**config.mk**
```make
export PLATFORM = sky130hd
export DESIGN_NAME = dsp_shift_add_mul_flat
export DESIGN_NICKNAME = d
export VERILOG_FILES = /design/src/rtl/dsp_shift_add_mul_if.sv /design/src/rtl/dsp_shift_add_mul.sv /design/src/flat_wrapper.sv
export SDC_FILE = /design/constraint.sdc
export NUM_CORES = 1
export LEC_CHECK = 0
export BUFFER_PORTS_ARGS = -buffer_cell sky130_fd_sc_hd__buf_2
export CAP_MARGIN = 0
export CORE_ASPECT_RATIO = 0.9
export CORE_MARGIN = 3
export CORE_UTILIZATION = 42
export CTS_BUF_LIST = sky130_fd_sc_hd__clkbuf_16
export DETAILED_ROUTE_END_ITERATION = 10
export GPL_TIMING_DRIVEN = 0
export PLACE_DENSITY = 0.68
export SYNTH_ARGS = -nofsm -noshare
export SYNTH_HDL_FRONTEND = slang
export SYNTH_SLANG_ARGS = --single-unit
```
**constraint.sdc**
```tcl
create_clock -name clk -period 2 [get_ports clk]
set_input_delay 0.4 -clock clk [delete_from_list [all_inputs] [get_ports clk]]
set_output_delay 0.4 -clock clk [all_outputs]
set_load 0.005 [all_outputs]
```
**src/rtl/dsp_shift_add_mul_if.sv**
```systemverilog
// Request/response bundle for dsp_shift_add_mul: operands and start in,
// busy/done/result out.
interface dsp_shift_add_mul_if #(
  parameter int unsigned WIDTH = 32
);
  logic             start;
  logic [WIDTH-1:0] op_a;
  logic [WIDTH-1:0] op_b;
  logic             busy;
  logic             done;
  logic [WIDTH-1:0] result;

  modport master (output start, op_a, op_b, input busy, done, result);
  modport slave  (input start, op_a, op_b, output busy, done, result);
endinterface

```
**src/rtl/dsp_shift_add_mul.sv**
```systemverilog
// Multi-cycle 32x32 shift-add multiplier (low 32 bits) using an external adder.
// Optional macro DSP_MUL_EARLY_TERM_EN ends iterations once the multiplier is exhausted.
module dsp_shift_add_mul #(
  parameter int unsigned WIDTH = 32,
  parameter int unsigned CNT_W = 6
) (
  input  logic                 clk,
  input  logic                 reset,
  dsp_shift_add_mul_if.slave   bus,
  output logic [WIDTH-1:0]     add_in1,
  output logic [WIDTH-1:0]     add_in2,
  input  logic [WIDTH-1:0]     add_out
);

  typedef enum logic [1:0] {
    IDLE = 2'd0,
    ITER = 2'd1,
    DONE = 2'd2
  } state_t;

  state_t           state;
  logic [WIDTH-1:0] acc;
  logic [WIDTH-1:0] mcand;
  logic [WIDTH-1:0] mplier;
  logic [CNT_W-1:0] cnt;
  logic             last_iter;

  // Final iteration: all WIDTH bits consumed, or (optionally) no set bits remain.
`ifdef DSP_MUL_EARLY_TERM_EN
  assign last_iter = (cnt == CNT_W'(WIDTH - 1)) || (mplier[WIDTH-1:1] == '0);
`else
  assign last_iter = (cnt == CNT_W'(WIDTH - 1));
`endif

  // Adder inputs are forced to zero outside ITER so the adder stays quiet.
  always_comb begin
    add_in1 = '0;
    add_in2 = '0;
    if (state == ITER) begin
      add_in1 = acc;
      add_in2 = mplier[0] ? mcand : '0;
    end
  end

  always_ff @(posedge clk) begin
    if (reset) begin
      state      <= IDLE;
      acc        <= '0;
      mcand      <= '0;
      mplier     <= '0;
      cnt        <= '0;
      bus.busy   <= 1'b0;
      bus.done   <= 1'b0;
      bus.result <= '0;
    end else begin
      case (state)
        IDLE: begin
          if (bus.start) begin
            acc      <= '0;
            mcand    <= bus.op_a;
            mplier   <= bus.op_b;
            cnt      <= '0;
            bus.busy <= 1'b1;
            state    <= ITER;
          end
        end
        ITER: begin
          acc    <= add_out;
          mcand  <= mcand << 1;
          mplier <= mplier >> 1;
          cnt    <= cnt + CNT_W'(1);
          if (last_iter) begin
            // The sum landing in acc this edge is the final product.
            bus.result <= add_out;
            bus.done   <= 1'b1;
            state      <= DONE;
          end
        end
        DONE: begin
          bus.done <= 1'b0;
          bus.busy <= 1'b0;
          state    <= IDLE;
        end
        default: begin
          state <= IDLE;
        end
      endcase
    end
  end

endmodule

```
**src/flat_wrapper.sv**
```systemverilog
// flat-port wrapper written by rule: the top's interface ports become plain ports
module dsp_shift_add_mul_flat 
#(
  parameter int unsigned WIDTH = 32,
  parameter int unsigned CNT_W = 6
)
  (clk, reset, add_in1, add_in2, add_out, bus_start, bus_op_a, bus_op_b, bus_busy, bus_done, bus_result);
  dsp_shift_add_mul_if #(.WIDTH(WIDTH)) bus_i ();
  input  logic clk;
  input  logic reset;
  output logic [WIDTH-1:0] add_in1;
  output logic [WIDTH-1:0] add_in2;
  input  logic [WIDTH-1:0] add_out;
  input wire logic [$bits(bus_i.start)-1:0] bus_start;
  input wire logic [$bits(bus_i.op_a)-1:0] bus_op_a;
  input wire logic [$bits(bus_i.op_b)-1:0] bus_op_b;
  output wire logic [$bits(bus_i.busy)-1:0] bus_busy;
  output wire logic [$bits(bus_i.done)-1:0] bus_done;
  output wire logic [$bits(bus_i.result)-1:0] bus_result;
  assign bus_i.start = bus_start;
  assign bus_i.op_a = bus_op_a;
  assign bus_i.op_b = bus_op_b;
  assign bus_busy = bus_i.busy;
  assign bus_done = bus_i.done;
  assign bus_result = bus_i.result;
  dsp_shift_add_mul #(.WIDTH(WIDTH), .CNT_W(CNT_W)) u_core (.clk(clk), .reset(reset), .bus(bus_i), .add_in1(add_in1), .add_in2(add_in2), .add_out(add_out));
endmodule
```
==> flow_summary.ini <==
[status]
status = finished, final reports clean

[layout]
design_area_mm2 = 0.007994
fill_cells = 1385
diodes = 0
area_growth_pct = 30.20
drive_gt1_share_pct = 28.69
final_nets = 1036
fin_cells = 1141
final_common_cell = buf_2
final_cell_mix = buf_2 (215), nor2_1 (192), dfxtp_1 (136)
final_core_util_pct = 56.46

[sta]
fin_skew_ps = 5.705
tightest_slew_ps = 577.9
max-slew-margin-rel_pct = 61.47
rsz0062_at_grt = true
fmax_mhz = 510.7
period_needed_ps = 1958
hold_viol = 0
setup_violations = 0
post-route-period-util_pct = 97.90
tns_ps = 0
fin_ws_ps = 42.06
hold_ws_ps = 235.0
drv_slew = 0

[global_route]
grt_max_degree = 17
antenna_found_initial = 1
grt_pass1_vias = 5393
grt_pass1_wl_mm = 27.05
grt_overflow = 0
grtUsageTotal_pct = 20.98

[detailed_routing]
first_pass_iters = 5
wirelength_mm = 17.02
post_drt_wl_per_cell_um = 14.91
first_iter_violations = 274
via_per_inst = 4.975
vias = 5677
remaining_drc_errors = 0
antenna_left = 0

[worst_setup_path]
crit_required_ps = 1600
critPathLaunchType = flip-flop
max_stage_delay_ps = 340
crit_slowest_cell = dfxtp_2
path_buf_inv = 3
end_kind = output port
path_cells = nor2b_4, buf_8, buf_6, and3_1, buf_2
cp.arrival_ps = 1560
cp_top_family = buffers and inverters
crit_type = flip-flop to output port
critical_path.max_fanout = 10

[logic_synthesis]
yosysTopAreaCellShare_pct = 45.00
ys_seq_area_share_pct = 45.00
yosysTopAreaCell = dfxtp_1
synthesis.area_mm2 = 0.006140
postSynthNetCount = 822
yosysWarningCount = 0
ys_seq_elements = 138
synth.distinct_cells = 36
synth_area_per_cell_um2 = 8.504
synthCells = 722
synth_area_leaders = dfxtp_1 (45%), nor2_1 (12%), nand2b_1 (6.7%)

[clocking]
cts_tree = yes
clk_transition_reported_paths_ps = 60
postCtsHoldBufs = 0
cts.sinks = 138
clockBufferDepth = 2
cts_root_buffer = clkbuf_16
h-tree-depth = 4
insertion_delay_ps = 430
numCtsBuffers = 17

[place]
dp_slack_ps = -87.88
postPlaceCellArea_mm2 = 0.007352
io_buffers = 194
dpl.hpwl_mm = 12.24
place_inst = 1109
finalWeightedCongestion = 0.8244

[power]
peakVddDrop_uv = 594.8
p_leak_nw = 3.722
p_per_area_mw_per_mm2 = 846.8
power_mw = 6.769

[floorplanning]
fp.dieH_um = 120.7
rows = 41
boundaryPins = 197
die_w_um = 133.4
core_mm2 = 0.01416
start_util_pct = 43.36
dieArea_mm2 = 0.01611

[flow_run]
maxCapViolCount = 0

[min_path]
hp-class = input pin to flip-flop
worst reg2reg max path: cells and delay by family (launching register included):
kind | cells | cell delay [ps]
and+or+nand+nor | 2 | 460
DFF | 1 | 370
buffers and inverters | 2 | 350
adders and majority gates | 1 | 230
muxes | 1 | 200
repair_timing:
action	CTS	global route
buffers inserted	1	0
setup endpoints to repair	64	47
pin swaps	0	0
resized for setup	22	12
gates cloned	0	0
logic make-up (layout without fill, tap and decap cells):
kind of cell / after synthesis / after routing / synth area share [%]
multiplexers: 33 / 33 / 5.400
AND/OR/NAND/NOR: 369 / 369 / 29.71
AO/OA/AOI/OAI: 109 / 109 / 14.02
adder cells (fa/ha/maj): 1 / 1 / 0.2038
flip-flops: 138 / 138 / 45.00
buffers and inverters: 72 / 298 / 5.665
cell usage after synthesis (all sizes together):
library cell,count
nor2,192
dfxtp,138
nand2b,66
a22oi,35
clkbuf,35
buf,34
and3,33
a211oi,32
and2,32
mux2i,32
nor4,31
o2bb2ai,30
nand3,4
a21oi,3
inv,3
nand2,2
nor3,2
nor3b,2
or3,2
a221oi,1
a311oi,1
a31oi,1
and4b,1
ha,1
mux2,1
nor2b,1
o211a,1
o211ai,1
o21ai,1
o21ba,1
o21bai,1
o22ai,1
or3b,1
report_power, final:
| part | internal (mW) | switching [mW] | total [mW] |
|---|---|---|---|
| clock | 1.80 | 1.19 | 2.99 |
| combinational | 0.348 | 0.431 | 0.779 |
| sequential | 2.90 | 0.0926 | 3.00 |
layout make-up:
cell class	count	area (um2)	area share [%]
timing repair buffer	195	978.4	12.24
inverter	3	11.26	0.1409
sequential	138	2765	34.59
multi-input combinational	512	3042	38.05
tap	193	241.5	3.021
clock inverter	14	132.6	1.659
buffer	69	397.9	4.977
clock buffer	17	425.4	5.322
flip-flops by register name, summed over array words and instances, names as in the netlist:
register / cells
u_core.acc: 32
u_core.bus.busy: 1
u_core.bus.done: 1
u_core.bus.result: 32
u_core.cnt: 6
u_core.mcand: 32
u_core.mplier: 32
u_core.state: 2
final timing paths:
check	start	end	slack [ps]	cells past startpoint
setup / recovery	u_core.state[0]	add_in2[0]	40	5
hold / removal	bus_op_b[31]	u_core.mplier[31]	240	3
setup reg to reg	u_core.cnt[0]	u_core.bus.result[3]	330	6
hold reg to reg	u_core.bus.result[19]	u_core.bus.result[19]	470	2
layer usage:
metal / up-vias / global-route usage, % / routed length, um
li1: 2916 / - / -
met1: 2554 / 28.38 / 8076
met2: 189 / 32.36 / 7439
met3: 16 / 6.156 / 1281
met4: 2 / 6.684 / 213
met5: - / 0 / 7
Power figures use the tool's default switching activity.
